[config.mk]
export PLATFORM = sky130hd
export DESIGN_NAME = rx_block_lock
export DESIGN_NICKNAME = d
export VERILOG_FILES = /design/src/rtl/rx_block_lock_pkg.sv /design/src/rtl/rx_block_lock.sv
export SDC_FILE = /design/constraint.sdc
export NUM_CORES = 1
export LEC_CHECK = 0
export CAP_MARGIN = 20
export CORE_UTILIZATION = 54
export DETAILED_ROUTE_END_ITERATION = 8
export GPL_TIMING_DRIVEN = 1
export PLACE_DENSITY = 0.75
export SYNTH_ARGS = -nofsm -noshare
export SYNTH_HDL_FRONTEND = slang
export SYNTH_SLANG_ARGS = --single-unit
[constraint.sdc]
create_clock -name i_clk -period 3.3 [get_ports i_clk]
set_clock_uncertainty 0.05 [all_clocks]
set_input_delay 0.99 -clock i_clk [delete_from_list [all_inputs] [get_ports i_clk]]
set_output_delay 0.99 -clock i_clk [all_outputs]
set_load 0.01 [all_outputs]
[src/rtl/rx_block_lock_pkg.sv]
// Shared 64b/66b PCS definitions: sync header encodings and the block-lock state type.
package rx_block_lock_pkg;

  localparam logic [1:0] SYNC_HEADER_DATA = 2'b01;
  localparam logic [1:0] SYNC_HEADER_CTRL = 2'b10;

  typedef enum logic {
    TEST_SH   = 1'b0,
    SLIP_WAIT = 1'b1
  } lock_state_t;

endpackage

[src/rtl/rx_block_lock.sv]
// 64b/66b receive block-lock controller: tests sync headers per window and
// pulses the RX gearbox slip until block boundaries align.
module rx_block_lock
  import rx_block_lock_pkg::*;
#(
  parameter int SH_CNT_MAX       = 64,
  parameter int SH_INVLD_MAX     = 16,
  parameter int SLIP_WAIT_CYCLES = 32,
  parameter int SLIP_COUNT_WIDTH = 16
) (
  input  logic                        i_clk,
  input  logic                        i_reset_n,
  input  logic [1:0]                  i_header,
  input  logic                        i_header_valid,
  output logic                        o_gearbox_slip,
  output logic                        o_block_lock,
  output logic [SLIP_COUNT_WIDTH-1:0] o_slip_count
);

  localparam int CNT_W  = $clog2(SH_CNT_MAX + 1);
  localparam int INV_W  = $clog2(SH_INVLD_MAX + 1);
  localparam int WAIT_W = $clog2(SLIP_WAIT_CYCLES + 1);

  localparam logic [CNT_W-1:0]  CNT_LAST  = CNT_W'(SH_CNT_MAX - 1);
  localparam logic [INV_W-1:0]  INV_LAST  = INV_W'(SH_INVLD_MAX - 1);
  localparam logic [WAIT_W-1:0] WAIT_INIT = WAIT_W'(SLIP_WAIT_CYCLES);
  localparam logic [WAIT_W-1:0] WAIT_ONE  = WAIT_W'(1);

  lock_state_t                 state, state_d;
  logic [CNT_W-1:0]            sh_cnt, sh_cnt_d;
  logic [INV_W-1:0]            sh_invld_cnt, sh_invld_cnt_d;
  logic [WAIT_W-1:0]           wait_cnt, wait_cnt_d;
  logic                        slip_q, slip_d;
  logic                        lock_q, lock_d;
  logic [SLIP_COUNT_WIDTH-1:0] slip_count_q, slip_count_d;
  logic                        sh_ok;
  logic                        do_slip;

  assign sh_ok = (i_header == SYNC_HEADER_DATA) || (i_header == SYNC_HEADER_CTRL);

  always_ff @(posedge i_clk) begin
    if (!i_reset_n) begin
      state        <= TEST_SH;
      sh_cnt       <= '0;
      sh_invld_cnt <= '0;
      wait_cnt     <= '0;
      slip_q       <= 1'b0;
      lock_q       <= 1'b0;
      slip_count_q <= '0;
    end else begin
      state        <= state_d;
      sh_cnt       <= sh_cnt_d;
      sh_invld_cnt <= sh_invld_cnt_d;
      wait_cnt     <= wait_cnt_d;
      slip_q       <= slip_d;
      lock_q       <= lock_d;
      slip_count_q <= slip_count_d;
    end
  end

  always_comb begin
    state_d        = state;
    sh_cnt_d       = sh_cnt;
    sh_invld_cnt_d = sh_invld_cnt;
    wait_cnt_d     = wait_cnt;
    slip_d         = 1'b0;
    lock_d         = lock_q;
    slip_count_d   = slip_count_q;
    do_slip        = 1'b0;

    case (state)
      TEST_SH: begin
        if (i_header_valid) begin
          // Unlock-and-slip outranks window end, so it is tested first.
          if (!sh_ok && (!lock_q || sh_invld_cnt == INV_LAST)) begin
            lock_d  = 1'b0;
            do_slip = 1'b1;
          end else if (sh_cnt == CNT_LAST) begin
            if (sh_invld_cnt == '0 && sh_ok) lock_d = 1'b1;
            sh_cnt_d       = '0;
            sh_invld_cnt_d = '0;
          end else begin
            sh_cnt_d = sh_cnt + 1'b1;
            if (!sh_ok) sh_invld_cnt_d = sh_invld_cnt + 1'b1;
          end
        end
      end
      SLIP_WAIT: begin
        wait_cnt_d = wait_cnt - 1'b1;
        if (wait_cnt == WAIT_ONE) state_d = TEST_SH;
      end
      default: state_d = TEST_SH;
    endcase

    if (do_slip) begin
      sh_cnt_d       = '0;
      sh_invld_cnt_d = '0;
      slip_d         = 1'b1;
      wait_cnt_d     = WAIT_INIT;
      state_d        = SLIP_WAIT;
      if (slip_count_q != '1) slip_count_d = slip_count_q + 1'b1;
    end
  end

  assign o_gearbox_slip = slip_q;
  assign o_block_lock   = lock_q;
  assign o_slip_count   = slip_count_q;

endmodule

---- Word level (Yosys, flattened, before mapping) ----
Cells that the tools add are included.
operators by class
  bitwise gates (word level) .............. 3
  multiplexer cells ....................... 15
  reduce and logical (&&, ||, !) cells .... 15
  add/subtract/negate cells ............... 4
  equal/unequal tests ..................... 7
operators with widths
  operator                                           number
  adder 16 x 1 -> 16 bit (second input constant)     1
  != test 16 bit (second input constant)             1
  two-way mux 6 bit                                  2
  two-way mux 1 bit                                  10
  two-way mux 5 bit                                  2
  AND reduction 4 bit                                2
  adder 7 x 1 -> 7 bit (second input constant)       1
  == test 7 x 6 -> 1 bit (second input constant)     1
  two-way mux 7 bit                                  1
  == test 6 x 1 -> 1 bit (second input constant)     1
  nonzero test 2 bit                                 3
  subtractor 6 x 1 -> 6 bit (second input constant)  1
  adder 5 x 1 -> 5 bit (second input constant)       1
  == test 5 x 4 -> 1 bit (second input constant)     1
  zero test 5 bit                                    1
  NOT 1 bit                                          3
  AND reduction 3 bit                                1
  == test 2 x 1 -> 1 bit (second input constant)     1
  == test 2 bit (second input constant)              1
  logical AND 1 bit                                  2
  zero test 1 bit                                    2
  logical OR 1 bit                                   2
  != test 2 x 1 -> 1 bit (second input constant)     1
  AND reduction 2 bit                                1
  OR reduction 2 bit                                 1
word-level totals
  register bits after elaboration ......... 37
  bits of input ports ..................... 5
  logic and storage cells ................. 52
  output and inout bits ................... 18

---- Logic depth before layout (Yosys ltp) ----
  word-level depth ........................ 8
  mapped depth ............................ 8
  gate-level depth less buffers ........... 7

---- Worst setup path before layout ----
Ideal clock, no wire load.
  kind .................................... input port to flip-flop
  start point ............................. in i_header[1]
  end point ............................... reg slip_count_q[12] (netlist: o_slip_count[12])
  path buffers ............................ 1
  library setup time ...................... 70 ps
  setup slack ............................. 739 ps
  stages on the path ...................... 5
  arrival ................................. 2440 ps
  required time ........................... 3180 ps
  cell sequence ........................... xor2_1 -> or4_4 -> buf_6 -> or4_1 -> a21oi_1
between the ends
  word-level cells in the longest chain between the ends .. 8
  elaborated cells between the ends (all ways) .. 9
  those cells by class .................... eq/ne: 2; mux: 3; reduce/logical: 4
RTL lines
  item                                                     RTL line             text
  start, declared                                          rx_block_lock.sv:13  input logic [1:0] i_header,
  == test 2 x 1 -> 1 bit or == test 2 bit (tied branches)  rx_block_lock.sv:39  assign sh_ok = (i_header == SYNC_HEADER_DATA) || (i_header == SYNC_HEADER_CTRL);
  logical OR 1 bit (*)                                     rx_block_lock.sv:39
  zero test 1 bit (*)                                      n/a
  logical AND 1 bit (*)                                    rx_block_lock.sv:75  if (!sh_ok && (!lock_q || sh_invld_cnt == INV_LAST)) begin
  two-way mux 1 bit (*)                                    rx_block_lock.sv:75
  two-way mux 1 bit (*)                                    rx_block_lock.sv:73  if (i_header_valid) begin
  two-way mux 1 bit (*)                                    rx_block_lock.sv:71  case (state)
  AND reduction 2 bit (no line) (*)                        n/a
  end signal, assigned                                     rx_block_lock.sv:57  slip_count_q <= slip_count_d;
  end, declared                                            rx_block_lock.sv:35  logic [SLIP_COUNT_WIDTH-1:0] slip_count_q, slip_count_d;
Mark *: on every way between the ends. The rest lies on a longest branch, timed or not.
A chain may end at the register's enable or synchronous reset.

---- Final worst setup path ----
  start point ............................. in i_header[1]
  end point ............................... reg slip_count_q[15] (netlist: o_slip_count[15])
The elaborated chain is that of the path after synthesis.

==> impl_metrics.ini <==
[run_status]
run_status = completed

[sta]
timing.final.crit_period_ps = 2810
finalHoldWorstSlack_ps = 428
timing.slew.headroom_pct = 58.2
setup_repair_after_global_routing_missed_its_margin = no
setup_viol_count_final = 0
fin_ws_ps = 491
timing_worst_slew_pin_value_ps = 622
tns_ps = 0
timing_max_transition_violations_final = 0
hold_violations = 0
min_period_over_period_pct = 85.1
max_freq_ghz = 0.356

[placement]
gp_congestion = 0.867
detailed_place.area_um2 = 2110
quantity_of_i_o_buffers_inserted_on_ports = 22
placed_cells = 273
place_ws_ps = 149
detailed_place_hpwl_um = 2970

[detailed_routing]
detail_route.vias_per_cell = 5.88
detailed_route_via_count = 1653
residual_drc_count = 0
antenna_left = 0
routed_wl_um = 3960
initialDrtViolationCount = 128
wire_per_inst_um = 14.1
first_pass_iters = 4

[worst_setup_path]
arrival_ps = 3020
worst-path-max-fanout = 12
critical_path.top_delay_family = simple AND/OR/NAND/NOR gates
critical-path-slowest-cell = sky130_fd_sc_hd__or4_4
critPathLaunchType = primary input
worst_setup_path_startpoint = i_header[1]
crit_required_ps = 3520
worst_path_cell_trace = clkdlybuf4s50_1 > xor2_1 > or4_4 > or4_1 > a21oi_1
worstReg2RegStart = sh_invld_cnt[0]
worst_path_largest_cell_delay_ps = 610
timing_worst_setup_path_type = primary input to flip-flop
worstPathBufferInverterCount = 1
cp-end-kind = flip-flop

[synth]
syn_avg_cell_area_um2 = 8.78
synth_common_cells = sky130_fd_sc_hd__dfxtp_1, sky130_fd_sc_hd__nand2_1, sky130_fd_sc_hd__a21oi_1
yosys-top-cells-area = sky130_fd_sc_hd__dfxtp_1, sky130_fd_sc_hd__ha_1, sky130_fd_sc_hd__a21oi_1, sky130_fd_sc_hd__or4_1, sky130_fd_sc_hd__nand2_1
post-synth-top-count-cell = sky130_fd_sc_hd__dfxtp_1
synthesis.nets = 223
synth_seq_area_share_pct = 40.0
dominant_synthesized_flop_cell = sky130_fd_sc_hd__dfxtp_1
synth.ff_latch_count = 37
synth_cells = 211
asyncSetResetFlopFracSynth_pct = 0
ys_warn_count = 0
synth-edff-count = 0
synth_cell_type_count = 42
post-synth-top-area-fraction_pct = 40.0
synth.cell_area_um2 = 1850
synth_area_leader_cell = sky130_fd_sc_hd__dfxtp_1

[final_layout]
total_area_of_multi_input_combinational_cells_um2 = 1030
relative_area_change_from_synthesis_to_final_layout_pct = 17.8
post_layout_nonfiller_instances = 281
antenna_cells = 0
postLayoutCellArea_um2 = 2180
drive_gt1_share_pct = 8.44
n_fill_cell = 267
layout.core_utilization_pct = 69.2
ff_latch_area_um2 = 741
final_nets = 248

[clock_network]
postCtsSetupRepairBufs = 0
max-clock-path-buffers = 2
worst_skew_pair.late_latency_ps = 340
clkTransAtPathRegs_ps = 110
ctsRootBufferMaster = sky130_fd_sc_hd__clkbuf_4
cts_buffers = 5
htree_num_levels = 2
total_of_cells_resized_after_clock_tree_synthesis = 0
post_cts_hold_buffer_count = 0
cts_tree = built
number_of_clock_sinks = 37

[power]
irDropWorstVdd_mv = 0.310
p_total_mw = 0.840
power-per-cell-area_nw_per_um2 = 385
p_leak_nw = 0.696

[min_path]
hp-class = flip-flop to flip-flop
min_delay_src = wait_cnt[5]

[global_route]
grt_pass1_wl_um = 6320
antenna_violations_before_repair = 0
overflow = 0
gr-usage-all-layers_pct = 23.4
grt_max_degree = 19
first_global_vias = 1486

[die]
die_y_um = 60.6
area_enclosed_by_the_die_boundary_um2 = 3670
die_w_um = 60.6
floorplan.initialDensity_pct = 58.7
design.core.area_um2 = 3150
ioPinCount = 23
rows = 20

[job]
cap_viol_max_count = 0
-- path summary, 6_finish.rpt --
| kind | to | slack (ps) | cells past startpoint |
|---|---|---|---|
| setup / recovery | o_slip_count[15] | 490 | 5 |
| hold / removal | wait_cnt[5] | 430 | 1 |
| setup reg to reg | o_slip_count[15] | 720 | 7 |
| hold reg to reg | wait_cnt[5] | 430 | 1 |
-- cells by family after synthesis --
group	synth area share, %
adders and majority gates	4.73
muxes	3.24
and+or+nand+nor	27.2
xor gates and xnor gates	4.26
DFF	40.0
buffers and inverters	4.46
AOI/OAI and AO/OA	16.1
-- state kept, by name, indices dropped and copies added (netlist names) --
register        cells
o_block_lock        1
o_gearbox_slip      1
o_slip_count       16
sh_cnt              7
sh_invld_cnt        5
state               1
wait_cnt            6
-- placed cells by master, fill, tap and decap left out, types with 4 or more instances in the layout --
cell	n
sky130_fd_sc_hd__dfxtp_1	37
sky130_fd_sc_hd__nand2_1	17
sky130_fd_sc_hd__mux2i_1	6
sky130_fd_sc_hd__nand2b_1	6
sky130_fd_sc_hd__a21oi_1	15
sky130_fd_sc_hd__clkdlybuf4s50_1	22
sky130_fd_sc_hd__nor3_1	8
sky130_fd_sc_hd__xnor2_1	5
sky130_fd_sc_hd__buf_4	4
sky130_fd_sc_hd__nand3_1	11
sky130_fd_sc_hd__or4_1	10
sky130_fd_sc_hd__nor4_1	5
sky130_fd_sc_hd__clkbuf_4	5
sky130_fd_sc_hd__nand4_1	4
sky130_fd_sc_hd__nor2_1	14
sky130_fd_sc_hd__inv_1	10
sky130_fd_sc_hd__ha_1	7
sky130_fd_sc_hd__xor2_1	4
sky130_fd_sc_hd__o31ai_1	8
sky130_fd_sc_hd__a211oi_1	4
-- worst reg2reg max path, delay by kind of cell (launching register included) --
kind / cells / cell delay [ps]
AND/OR/NAND/NOR: 4 / 1480
adder cells (fa/ha/maj): 2 / 350
AO/OA/AOI/OAI: 1 / 220
flip-flops: 1 / 410
-- power breakdown --
group / leakage [nW] / switching [mW] / internal (mW)
sequential: 0.300 / 0.0154 / 0.461
combinational: 0.355 / 0.0516 / 0.0402
clock: 0.0413 / 0.148 / 0.123
total: 0.696 / 0.215 / 0.624
-- layer usage --
layer / vias to the layer above / part of all wire [%] / routed length, um / GRT usage [%]
met3: 12 / 3.4 / 136 / 4.48
met1: 774 / 46 / 1840 / 29.4
met4: 0 / 2.7 / 105 / 14.0
li1: 832 / - / - / -
met2: 35 / 47 / 1880 / 37.4
met5: - / 0 / 0 / 0
-- final cells by class --
| class | instances | area share [%] |
|---|---|---|
| clock inverter | 1 | 0.229 |
| inverter | 10 | 1.72 |
| tap | 44 | 2.52 |
| timing repair buffer | 26 | 11.5 |
| clock buffer | 7 | 2.98 |
| multi-input combinational | 156 | 47.1 |
| sequential | 37 | 33.9 |
Note: power is estimated with default switching activity, not from simulation.
